<file path="src/rtl/convolution_coprocessor_acc.sv">
// convolution_coprocessor_acc
// Sums the unsigned product stream of the convolution multiplier into one
// result per output sample (delimited by prod_last_i), with saturation,
// a saturating tap counter and a valid/ready result port.

module convolution_coprocessor_acc #(
   parameter int DATA_WIDTH = 8,
   parameter int GUARD_BITS = 5,
   parameter int ACC_WIDTH  = 2*DATA_WIDTH + GUARD_BITS,
   parameter int CNT_WIDTH  = GUARD_BITS + 1
) (
   input  logic                    clk,
   input  logic                    rst,
   input  logic                    clear_i,
   input  logic [2*DATA_WIDTH-1:0] prod_i,
   input  logic                    prod_valid_i,
   input  logic                    prod_last_i,
   output logic                    prod_ready_o,
   output logic [ACC_WIDTH-1:0]    sum_o,
   output logic [CNT_WIDTH-1:0]    cnt_o,
   output logic                    ovf_o,
   output logic                    sum_valid_o,
   input  logic                    sum_ready_i,
   output logic                    busy_o
);

   localparam logic [1:0] ST_IDLE  = 2'd0;
   localparam logic [1:0] ST_ACCUM = 2'd1;
   localparam logic [1:0] ST_HOLD  = 2'd2;

   localparam logic [ACC_WIDTH-1:0] ACC_MAX = {ACC_WIDTH{1'b1}};
   localparam logic [CNT_WIDTH-1:0] CNT_MAX = {CNT_WIDTH{1'b1}};

   logic [1:0]           state_q, state_d;
   logic [ACC_WIDTH-1:0] acc_q, acc_d;
   logic [CNT_WIDTH-1:0] cnt_q, cnt_d;
   logic                 ovf_q, ovf_d;

   logic                 in_xfer_s;
   logic [ACC_WIDTH-1:0] base_acc_s;
   logic                 base_ovf_s;
   logic [ACC_WIDTH:0]   sum_ext_s;
   logic [ACC_WIDTH-1:0] sat_acc_s;
   logic                 sat_ovf_s;
   logic [CNT_WIDTH-1:0] cnt_inc_s;

   // Handshake and status decode, all from registered state only
   always_comb begin
      prod_ready_o = (state_q != ST_HOLD);
      sum_valid_o  = (state_q == ST_HOLD);
      busy_o       = (state_q == ST_ACCUM) || (state_q == ST_HOLD);
      sum_o        = acc_q;
      cnt_o        = cnt_q;
      ovf_o        = ovf_q;
      in_xfer_s    = prod_valid_i && (state_q != ST_HOLD);
   end

   // Saturating add: a new sample starts from zero, an ongoing one from acc_q
   always_comb begin
      if (state_q == ST_IDLE) begin
         base_acc_s = {ACC_WIDTH{1'b0}};
         base_ovf_s = 1'b0;
      end else begin
         base_acc_s = acc_q;
         base_ovf_s = ovf_q;
      end
      sum_ext_s = {1'b0, base_acc_s} + {{(GUARD_BITS+1){1'b0}}, prod_i};
      if (base_ovf_s || sum_ext_s[ACC_WIDTH]) begin
         sat_acc_s = ACC_MAX;
         sat_ovf_s = 1'b1;
      end else begin
         sat_acc_s = sum_ext_s[ACC_WIDTH-1:0];
         sat_ovf_s = 1'b0;
      end
      if (state_q == ST_IDLE) begin
         cnt_inc_s = {{(CNT_WIDTH-1){1'b0}}, 1'b1};
      end else if (cnt_q == CNT_MAX) begin
         cnt_inc_s = CNT_MAX;
      end else begin
         cnt_inc_s = cnt_q + {{(CNT_WIDTH-1){1'b0}}, 1'b1};
      end
   end

   // Next-state logic: accumulate on transfers, hold result, clear aborts everything
   always_comb begin
      state_d = state_q;
      acc_d   = acc_q;
      cnt_d   = cnt_q;
      ovf_d   = ovf_q;
      if (clear_i) begin
         state_d = ST_IDLE;
         acc_d   = {ACC_WIDTH{1'b0}};
         cnt_d   = {CNT_WIDTH{1'b0}};
         ovf_d   = 1'b0;
      end else begin
         case (state_q)
            ST_IDLE, ST_ACCUM: begin
               if (in_xfer_s) begin
                  acc_d   = sat_acc_s;
                  cnt_d   = cnt_inc_s;
                  ovf_d   = sat_ovf_s;
                  state_d = prod_last_i ? ST_HOLD : ST_ACCUM;
               end else begin
                  state_d = state_q;
               end
            end
            ST_HOLD: begin
               if (sum_ready_i) begin
                  state_d = ST_IDLE;
               end else begin
                  state_d = ST_HOLD;
               end
            end
            default: begin
               state_d = ST_IDLE;
               acc_d   = {ACC_WIDTH{1'b0}};
               cnt_d   = {CNT_WIDTH{1'b0}};
               ovf_d   = 1'b0;
            end
         endcase
      end
   end

   // State and datapath registers with asynchronous reset
   always_ff @(posedge clk or posedge rst) begin
      if (rst) begin
         state_q <= ST_IDLE;
         acc_q   <= {ACC_WIDTH{1'b0}};
         cnt_q   <= {CNT_WIDTH{1'b0}};
         ovf_q   <= 1'b0;
      end else begin
         state_q <= state_d;
         acc_q   <= acc_d;
         cnt_q   <= cnt_d;
         ovf_q   <= ovf_d;
      end
   end

endmodule

</file>
<file path="config.mk">
export PLATFORM = sky130hd
export DESIGN_NAME = convolution_coprocessor_acc
export DESIGN_NICKNAME = d
export VERILOG_FILES = /design/src/rtl/convolution_coprocessor_acc.sv
export SDC_FILE = /design/constraint.sdc
export NUM_CORES = 1
export LEC_CHECK = 0
export CAP_MARGIN = 20
export CORE_MARGIN = 10
export CORE_UTILIZATION = 35
export DETAILED_ROUTE_END_ITERATION = 8
export PLACE_DENSITY = 0.61
export REMOVE_ABC_BUFFERS = 1
export SETUP_SLACK_MARGIN = 0.5
export SLEW_MARGIN = 15
export SYNTH_ARGS = -nofsm -noshare
export SYNTH_HDL_FRONTEND = slang
export SYNTH_SLANG_ARGS = --single-unit
</file>
<file path="constraint.sdc">
create_clock -name clk -period 4.4 [get_ports clk]
set_clock_uncertainty 0.05 [all_clocks]
set_input_delay 0.88 -clock clk [delete_from_list [all_inputs] [get_ports clk]]
set_output_delay 0.88 -clock clk [all_outputs]
set_load 0.005 [all_outputs]
</file>
==> summary.md, run 1 <==
| Metric | Value |
|---|---|
| Internal Pwr Total | 0.000615 W |
| Area growth syn-to-layout | 29.7% |
| Synthesized area | 0.00244 mm^2 |
| Worst path buffer plus inverter count | 3 |
| TritonCTS clock tree | built |
| Period utilization | 80.0% |
| Final setup fails | 0 |
| Post-synth ARST share | 100% |
| Share of post-route cells with drive strength above 1 | 7.94% |
| Critical path capture point type | register |
| Drt total wl | 6750 um |
| CP arrival | 3.64 ns |
| Core area | 0.00679 mm^2 |
| Psw | 0.000292 W |
| Max frequency | 284 MHz |
| Cell with the largest stage delay on the worst path | o311a_1 |
| Max FO, Critical Path | 18 |
| Rel. slew slack | 39.2% |
| Via count | 2290 |
| Crit-path leading delay family | compound AO/OA/AOI/OAI gates |
| Share of the synthesized area in the top cell type | 30.7% |
| Tot GR Track Use | 12.3% |
| Chip width | 104 um |
| Post-synth EDFFs | 0 |
| Final estimated routing congestion in global placement | 0.814 |
| Slew Viols, Final | 0 |
| Power, Total | 0.000907 W |
| Pwr per Cell Area | 286 mW/mm^2 |
| Htree depth | 2 |
| Synthesized area per cell | 8.54 um^2 |
| Seq cells post-synth | 30 |
| CTS clk-pin slew, worst paths | 0.07 ns |
| Hold-fix buffers, CTS | 0 |
| CP startpoint kind | register |
| Final HPWL DP | 5010 um |
| Hold Fails Final Rpt | 0 |
| First-iteration detailed-routing DRC count | 115 |
| Clk root buf | clkbuf_8 |
| WL/cell | 15.5 um |
| Post-route antenna net violation count | 0 |
| N_diodes | 0 |
| First-pass GRT wire length | 11400 um |
| Grt ovf | 0 |
| Maxcap violations | 0 |
| Cells after synthesis | 286 |
| Sw frac | 32.2% |
| Min Tclk post-route | 3.52 ns |
| Leakage power figure | 1.41 nW |
| Distinct cells, synth | 51 |
| Post-CTS sizing | 0 |
| Worst stage delay on the critical path | 0.68 ns |
| Starting density of the core | 36.0% |
| FILL cells | 655 |
| # IOs | 53 |
| RSZ-0062 raised after global routing | false |
| Setup tns final | 0 ns |
| Crit Path Class | register to register |
| Hold_ws | 0.480 ns |
| Die H | 104 um |
| Post-CTS Setup Inserts | 0 |
| Core Util, Final | 46.6% |
| Crit path cell chain | inv_1 > ha_1 > buf_4 > nor2b_1 > ha_1 > nand2_1 > nor2_1 > o2111a_1 > a31o_2 > o311a_1 > inv_1 > o311ai_0 |
| CTS Buf Count | 5 |
| CP Data Required Time | 4.52 ns |
| Min-Delay Path Class | register to register |
| Vias in the first global route | 2326 |
| DR DRC count | 0 |
| Row count | 30 |
| CTS sink count | 30 |
| Initial antenna violation count | 0 |
| Post-synth top area cell | dfrtp_1 |
| Vias per std cell | 5.25 |
| Comb pwr share | 34.1% |
| DRT Pass-1 Iters | 4 |
| Final #Nets | 383 |
| Yosys warnings | 0 |
| Worst-Margin Slew | 0.908 ns |
| Status | completed |
| Worst VDD drop | 156 uV |
| Die area | 0.0107 mm^2 |
| Clock power frac | 30.7% |
| CTS max path bufs | 2 |
| Register area share after synthesis | 30.7% |
| Top_reg_cell synth | dfrtp_1 |
| Clk Latency, worst-skew pair | 0.28 ns |
| Part of the power in registers | 35.2% |
| Synth top area cells | dfrtp_1 (31%), ha_1 (11%), a21oi_1 (5.3%) |
| Port bufs | 52 |
| Pin count of the biggest net entering global routing | 31 |
## sequential cells by signal, summed over array words and instances (netlist names)
signal and cells:
sum_o 21, ovf_o 1, state_q 2, cnt_o 6
## cell families after synthesis
family / synth area share, %
AND/OR/NAND/NOR: 18.1
multiplexers: 0.819
buffers and inverters: 4.71
AO/OA/AOI/OAI: 29.8
flip-flops: 30.7
XOR/XNOR: 4.30
adder cells (fa/ha/maj): 11.6
## through the flow
stage                     cells  setup slack, ns  instance area (um^2)
after CTS                   436            0.864                  3170
final                       436            0.882                  3170
after global routing        436            0.602                  3170
after detailed placement    428            0.681                  3060
after floorplan             276             1.20                  2380
after global placement      428            0.727                  3060
## metal layers
layer  share of wire [%]  GRT usage [%]
met4                0.28           2.02
met2                  48           19.9
met5                   0              0
met3                 5.8           3.22
met1                  46           16.2
## cells in the mapped netlist (2+ instances only)
cell type and instances:
o21ai_0 24, clkbuf_1 6, a211oi_1 3, ha_1 21, and3_1 3, nand2_1 34, a221o_1 4, o21bai_1 4
o21ai_1 2, inv_1 15, o21a_1 3, a221o_2 6, nor3_1 4, o211ai_1 4, a211oi_2 2, nor2_1 20
buf_2 2, xnor2_1 7, nor2b_1 20, a21o_1 5, or3_1 2, nand3_1 6, dfrtp_1 30, a21oi_1 26
nand4_1 2, xor2_1 5, mux2i_1 2
## final cells by class
cell class	instances	area (um^2)	share of cell area, %
inverters	15	56.3	1.78
multi-input cells	231	1580	49.9
clock buffers	5	68.8	2.17
flip-flops and latches	30	751	23.7
repair buffers	56	551	17.4
well taps	96	120	3.79
clock inverters	3	40.0	1.26
## worst reg2reg max path: cells and delay by family (launching register included)
family / cells / cell delay [ns]
compound gates: 4 / 1.26
fa+ha+maj: 2 / 0.71
buf+inv: 3 / 0.59
simple gates: 3 / 0.41
flops: 1 / 0.41
## power groups by stage
stage               registers [W]  clock network (W)  logic, W
floorplan                0.000323                  0  0.000173
global placement         0.000325                  0  0.000309
detailed placement       0.000325                  0  0.000310
CTS                      0.000320           0.000289  0.000312
global route             0.000324           0.000300  0.000343
finish                   0.000320           0.000278  0.000309
## cell usage in the layout, fill, tap and decap left out, drive strengths merged, types with 2 or more instances in the layout
master / count
nand4: 2
clkbuf: 5
a221o: 10
o21ai: 27
clkdlybuf4s50: 52
o311ai: 2
xnor2: 7
clkinv: 2
a21o: 5
inv: 15
a21oi: 26
xor2: 5
o21bai: 4
buf: 4
or3: 2
nand3: 6
ha: 21
a211oi: 5
o211ai: 4
dfrtp: 30
nor2b: 20
o21a: 3
and3: 3
mux2i: 2
nor3: 4
a31o: 2
nor2: 20
nand2: 34
## path summary, 6_finish.rpt
kind,slack [ns],from,to,depth (start not counted)
worst max-delay path,0.88,state_q[0],sum_o[19],12
worst min-delay path,0.48,sum_o[8],sum_o[8],2
worst max register to register,0.88,state_q[0],sum_o[19],12
worst min register to register,0.48,sum_o[8],sum_o[8],2
max in group asynchronous,3.07,rst,sum_o[18],3
min in group asynchronous,0.92,rst,sum_o[3],3
No activity file was read; power rests on OpenSTA's default activity.
==> inputs of run 2 (changes only) <==
Clock period 4.4 ns to 3.4 ns, I/O delays scaled along.
==> run 2 against run 1 <==
Die area did not move. First-iteration DRC count shrank 17%. Non-clock buffer count is 26 higher. Combinational power increased by 63%. Hold slack worse by 0.013 ns. Clock power rose by 13%. Maximum frequency increased by 22%. Utilization is 5.9 points higher. Critical path depth rose by 2. Global-route usage increased by 1.2 points. Register-to-register slack worse by 0.36 ns.
==> summary.md, run 2 (same netlist as run 1, synthesis figures left out) <==
| Metric | Value |
|---|---|
| Hold_ws | 0.467 ns (-0.0130 ns) |
| Area growth syn-to-layout | 46.2% |
| Final setup margin | 0.521 ns (-0.361 ns) |
| Cell with the largest stage delay on the worst path | dfrtp_1 |
| Drt total wl | 7350 um (+9.0%) |
| CTS sink count | 30 (unchanged) |
| Most used cell, CP | inv_2 |
| Multi-input logic area | 0.00175 mm^2 (+11%) |
| Final HPWL DP | 5230 um (+4.4%) |
| Core Util, Final | 52.6% (+5.9 points) |
| Tot GR Track Use | 13.5% (+1.2 points) |
| Via count | 2401 (+4.8%) |
| Critical path capture point type | register |
| Worst-Margin Slew | 0.465 ns (-0.442 ns) |
| Row count | 30 (unchanged) |
| Htree depth | 2 (unchanged) |
| Largest register FFs | 21 (unchanged) |
| Clk Latency, worst-skew pair | 0.29 ns (about the same) |
| Top Layer Used | met4 |
| Initial antenna violation count | 0 (unchanged) |
| Share of post-route cells with drive strength above 1 | 22.4% (+14 points) |
| Max FO, Critical Path | 6 (-12) |
| Vias in the first global route | 2488 (+7.0%) |
| Core area | 0.00679 mm^2 (unchanged) |
| Chip width | 104 um (unchanged) |
| Hold Fails Final Rpt | 0 (unchanged) |
| Slew Viols, Final | 0 (unchanged) |
| Crit Path Class | register to register |
| Reg area | 751 um^2 (unchanged) |
| Die area | 0.0107 mm^2 (unchanged) |
| Maxcap violations | 0 (unchanged) |
| Rel. slew slack | 69.0% (+30 points) |
| WL met3 | 394 um (unchanged) |
| CTS Buf Count | 5 (unchanged) |
| Die H | 104 um (unchanged) |
| Min-Delay Path Class | register to register |
| FILL cells | 639 (-2.4%) |
| Crit path cell chain | inv_2 > ha_4 > buf_6 > nor2b_1 > ha_2 > inv_2 > fa_2 > nor2b_4 > o31ai_4 > a211oi_2 > a2111oi_4 > o22ai_2 > o21ai_1 > a221o_1 |
| N_diodes | 0 (unchanged) |
| Starting density of the core | 36.0% (unchanged) |
| Min Tclk post-route | 2.88 ns (-0.639 ns) |
| WL/cell | 15.9 um (+2.8%) |
| Met1 WL | 3340 um (+6.9%) |
| Setup crit start | state_q[0] |
| Port bufs | 52 (unchanged) |
| First-pass GRT wire length | 12300 um (+7.5%) |
| Worst VDD drop | 169 uV (+8.2%) |
| Worst stage delay on the critical path | 0.37 ns (-0.31 ns) |
| Vias per std cell | 5.20 (-1.1%) |
| CTS clk-pin slew, worst paths | 0.07 ns (about the same) |
| CTS max path bufs | 2 (unchanged) |
| Final #Nets | 409 (+6.8%) |
| Metal2 WL | 3540 um (+10%) |
| First-iteration detailed-routing DRC count | 95 (-17%) |
| DR DRC count | 0 (unchanged) |
| Pin count of the biggest net entering global routing | 31 (unchanged) |
| CP startpoint kind | register |
| DRT Pass-1 Iters | 4 (unchanged) |
| Hold path start | sum_o[14] |
| Final setup fails | 0 (unchanged) |
| Hold-fix buffers, CTS | 0 (unchanged) |
| # IOs | 53 (unchanged) |
| Setup tns final | 0 ns (unchanged) |
| R2r startpoint | state_q[0] |
| Dpl ws | 0.00109 ns (-0.680 ns) |
| CP Data Required Time | 3.53 ns (-0.99 ns) |
| Max frequency | 347 MHz (+22%) |
| Period utilization | 84.7% (+4.7 points) |
| Leakage power figure | 1.55 nW (+10%) |
| Most common cell after layout, fill and taps aside | clkdlybuf4s50_1 |
| Clk root buf | clkbuf_8 |
| Final estimated routing congestion in global placement | 0.855 (+5.0%) |
| Most frequent cells in the layout | clkdlybuf4s50_1 (52), nand2_1 (32), dfrtp_1 (30) |
| RSZ-0062 raised after global routing | true |
| Post-route antenna net violation count | 0 (unchanged) |
| CP arrival | 3.00 ns (-0.64 ns) |
| Grt ovf | 0 (unchanged) |
| Status | completed |
| TritonCTS clock tree | built |
| Pwr per Cell Area | 345 mW/mm^2 (+20%) |
[run 2: changes by cell type in the layout (fill, tap and decap cells not counted), sizes merged]
cell / before / now
buf: 4 / 30
bufinv: 1 / 0
clkbuf: 5 / 6
clkinv: 2 / 1
clkinvlp: 0 / 1
[run 2: final cells by class]
type                    instances  area share (%)
clock inverters                 2           0.350
well taps                      96            3.36
clock buffers                   6            2.31
flip-flops and latches         30            21.0
multi-input cells             231            49.1
inverters                      15            1.58
repair buffers                 82            22.3
[run 2: worst paths after layout]
| path | end | slack (ns) | depth (start not counted) |
|---|---|---|---|
| worst max-delay path | sum_o[18] | 0.52 | 14 |
| min in group asynchronous | sum_o[0] | 0.72 | 3 |
| worst min register to register | sum_o[14] | 0.47 | 2 |
| worst max register to register | sum_o[18] | 0.52 | 14 |
| worst min-delay path | sum_o[14] | 0.47 | 2 |
| max in group asynchronous | sum_o[13] | 2.27 | 3 |
[run 2: power breakdown]
| part | total (W) | internal [W] | leakage [nW] | switching (W) |
|---|---|---|---|---|
| clock network | 0.000314 | 0.000163 | 0.0472 | 0.000151 |
| logic | 0.000504 | 0.000262 | 1.09 | 0.000242 |
| registers | 0.000415 | 0.000387 | 0.410 | 0.0000273 |
[run 2: through the flow]
stage,total power (W),cells,area (um^2)
2_1_floorplan,0.000642,276,2380
3_3_place_gp,0.000832,439,3150
3_5_place_dp,0.000839,439,3150
4_1_cts,0.00121,456,3440
5_1_grt,0.00132,462,3570
6_report,0.00123,462,3570
[run 2: metal layers]
metal | global-route usage (%) | up-vias
met3 | 3.90 | 6
met5 | 0 | -
met4 | 3.53 | 0
li1 | - | 1207
met1 | 16.2 | 1135
met2 | 23.0 | 53
[run 2: what timing repair did]
item / 4_1_cts / 5_1_grt
endpoints found under the setup margin: 22 / 21
resized for setup: 26 / 23
endpoints found under the hold margin: 0 / 0
buffers inserted: 8 / 6
pin swaps: 16 / 20
cloned: 1 / 0
[run 2: critical path: cells and delay by family, from the launching register on]
family,cells,cell delay (ns)
fa+ha+maj,3,0.79
flops,1,0.37
buf+inv,3,0.24
simple gates,2,0.27
compound gates,6,1.05
==> inputs of run 3 (changes only) <==
Clock period 3.4 ns to 2.7 ns, I/O delays scaled along.
==> run 3 against run 2 <==
The run now ends with negative setup slack left. Clock power up 28%. Setup slack worse by 0.63 ns. Design area up 11%. Routed wire length up 7.2%. Die area unchanged. Global-route usage up 0.92 points. First-iteration DRC count up 3.2%. Hold slack better by 0.022 ns. Combinational power up 42%. Sequential cell count unchanged. Register-to-register slack worse by 0.63 ns. Maximum frequency up 2.4%. Critical endpoint is now sum_o[4].
==> summary.md, run 3 (same netlist as run 1, synthesis figures left out) <==
| Metric | Value |
|---|---|
| Multi-input logic area | 0.00181 mm^2 (+3.4%) |
| Die area | 0.0107 mm^2 (unchanged) |
| CP Data Required Time | 2.82 ns (-0.71 ns) |
| Max FO, Critical Path | 7 (+1) |
| First-iteration detailed-routing DRC count | 98 (+3.2%) |
| Largest register FFs | 21 (unchanged) |
| Tot GR Track Use | 14.4% (+0.92 points) |
| Die H | 104 um (unchanged) |
| Rel. slew slack | 67.9% (-1.1 points) |
| Final estimated routing congestion in global placement | 0.885 (+3.5%) |
| Internal Pwr Total | 0.00108 W (+33%) |
| Part of the power in registers | 31.8% (-1.8 points) |
| Area growth syn-to-layout | 62.6% |
| CTS clk-pin slew, worst paths | 0.07 ns (about the same) |
| WL/cell | 15.5 um (-2.9%) |
| Final setup margin | -0.111 ns (-0.632 ns) |
| Clk Latency, worst-skew pair | 0.29 ns (about the same) |
| Drt total wl | 7880 um (+7.2%) |
| Grt ovf | 0 (unchanged) |
| Min-Delay Path Class | register to register |
| FILL cells | 625 (-2.2%) |
| Hold_ws | 0.489 ns (+0.0218 ns) |
| Final #Nets | 457 (+12%) |
| DRT Pass-1 Iters | 4 (unchanged) |
| Share of post-route cells with drive strength above 1 | 33.6% (+11 points) |
| Port bufs | 52 (unchanged) |
| Comb pwr share | 43.6% (+2.7 points) |
| Worst VDD drop | 243 uV (+44%) |
| CP startpoint kind | register |
| Htree depth | 2 (unchanged) |
| Pin count of the biggest net entering global routing | 31 (unchanged) |
| Hold-fix buffers, CTS | 0 (unchanged) |
| DR DRC count | 0 (unchanged) |
| CTS max path bufs | 2 (unchanged) |
| CTS sink count | 30 (unchanged) |
| Vias in the first global route | 2777 (+12%) |
| Final setup fails | 15 (+15) |
| N_diodes | 0 (unchanged) |
| Initial antenna violation count | 0 (unchanged) |
| Critical path capture point type | register |
| CP arrival | 2.93 ns (-0.07 ns) |
| Failing checks | negative setup slack |
| RSZ-0062 raised after global routing | true |
| Vias per std cell | 5.12 (-1.5%) |
| Psw | 0.000561 W (+33%) |
| Pwr per Cell Area | 412 mW/mm^2 (+20%) |
| # IOs | 53 (unchanged) |
| Clk root buf | clkbuf_8 |
| Most common cell after layout, fill and taps aside | buf_4 |
| CTS Buf Count | 5 (unchanged) |
| Core area | 0.00679 mm^2 (unchanged) |
| Hold Fails Final Rpt | 0 (unchanged) |
| Min Tclk post-route | 2.81 ns (-0.0681 ns) |
| Status | finished, violations left |
| Period utilization | 104% (+19 points) |
| Worst-Margin Slew | 0.482 ns (+0.0165 ns) |
| First-pass GRT wire length | 13200 um (+7.5%) |
| Final HPWL DP | 5690 um (+8.8%) |
| Post-route antenna net violation count | 0 (unchanged) |
| Reg area | 751 um^2 (unchanged) |
| Power, Total | 0.00164 W (+33%) |
| Crit Path Class | register to register |
| Maxcap violations | 0 (unchanged) |
| Leakage power figure | 1.80 nW (+16%) |
| Clock power frac | 24.6% (-0.9 points) |
| Chip width | 104 um (unchanged) |
| Via count | 2612 (+8.8%) |
| Row count | 30 (unchanged) |
| Max frequency | 356 MHz (+2.4%) |
| Starting density of the core | 36.0% (unchanged) |
| Slew Viols, Final | 0 (unchanged) |
| TritonCTS clock tree | built |
| Sw frac | 34.2% (+0.11 points) |
| Most frequent cells in the layout | buf_4 (69), clkdlybuf4s50_1 (50), nand2_1 (32) |
[run 3: cell count changes in the layout (fill, tap and decap cells not counted), moves of 2 or more]
cell / previous run / this run
o21ai_2: 4 / 2
o21ai_0: 18 / 14
nor2b_2: 1 / 4
o21ai_4: 0 / 3
o21ai_1: 5 / 8
buf_6: 3 / 9
nor2b_1: 17 / 14
buf_4: 24 / 69
clkdlybuf4s50_1: 52 / 50
[run 3: power groups by stage]
| stage | Clock, W | Combinational [W] | Sequential (W) |
|---|---|---|---|
| after global placement | 0 | 0.000617 | 0.000526 |
| after CTS | 0.000418 | 0.000667 | 0.000520 |
| after floorplan | 0 | 0.000283 | 0.000526 |
| after detailed placement | 0 | 0.000625 | 0.000526 |
| after global routing | 0.000432 | 0.000787 | 0.000528 |
| final | 0.000403 | 0.000714 | 0.000521 |
[run 3: path summary, 6_finish.rpt]
check                           startpoint    endpoint  slack [ns]  cells after the start
worst max register to register  state_q[0]    sum_o[4]       -0.11                     13
worst min-delay path              sum_o[4]    sum_o[4]        0.49                      1
worst min register to register    sum_o[4]    sum_o[4]        0.49                      1
worst max-delay path            state_q[0]    sum_o[4]       -0.11                     13
max in group asynchronous              rst  state_q[0]        1.71                      3
min in group asynchronous              rst    sum_o[5]        0.59                      3
[run 3: metal layers]
layer	track usage, %	vias to the layer above	share of wire, %
met1	17.1	1251	45
met5	0	-	0
met2	25.0	57	50
li1	-	1294	-
met3	3.59	10	4.0
met4	4.23	0	1.4
[run 3: cell type report]
type,instances,area share [%]
sequential,30,18.9
clock inverter,2,0.315
tap,96,3.02
inverter,15,1.54
multi-input combinational,231,45.6
timing repair buffer,130,28.5
clock buffer,6,2.08
[run 3: metrics by stage]
step	setup slack, ns	utilization (%)	std cells	TNS [ns]	cell area [um^2]
after detailed placement	-0.499	51.9	491	-7.50	3530
after global placement	-0.433	51.9	491	-6.72	3530
after floorplan	-0.500	-	276	-9.91	2380
final	-0.111	58.5	510	-1.09	3970
after CTS	-0.184	55.5	503	-2.35	3770
after global routing	-0.232	58.5	510	-3.55	3970
[run 3: worst max-delay path: stages (launching register included)]
cell	delay [ns]
dfrtp_1	0.40
inv_2	0.09
ha_4	0.18
buf_6	0.14
nor2b_2	0.04
ha_1	0.32
buf_4	0.16
o21ai_4	0.06
o21ai_2	0.08
a32oi_2	0.22
a31oi_2	0.14
o311a_4	0.36
buf_6	0.15
a221o_2	0.30
[run 3: repair_timing]
| action | CTS | global route |
|---|---|---|
| pin swaps | 15 | 21 |
| gates resized for setup | 37 | 38 |
| setup buffers | 4 | 7 |
| setup endpoints to repair | 24 | 22 |
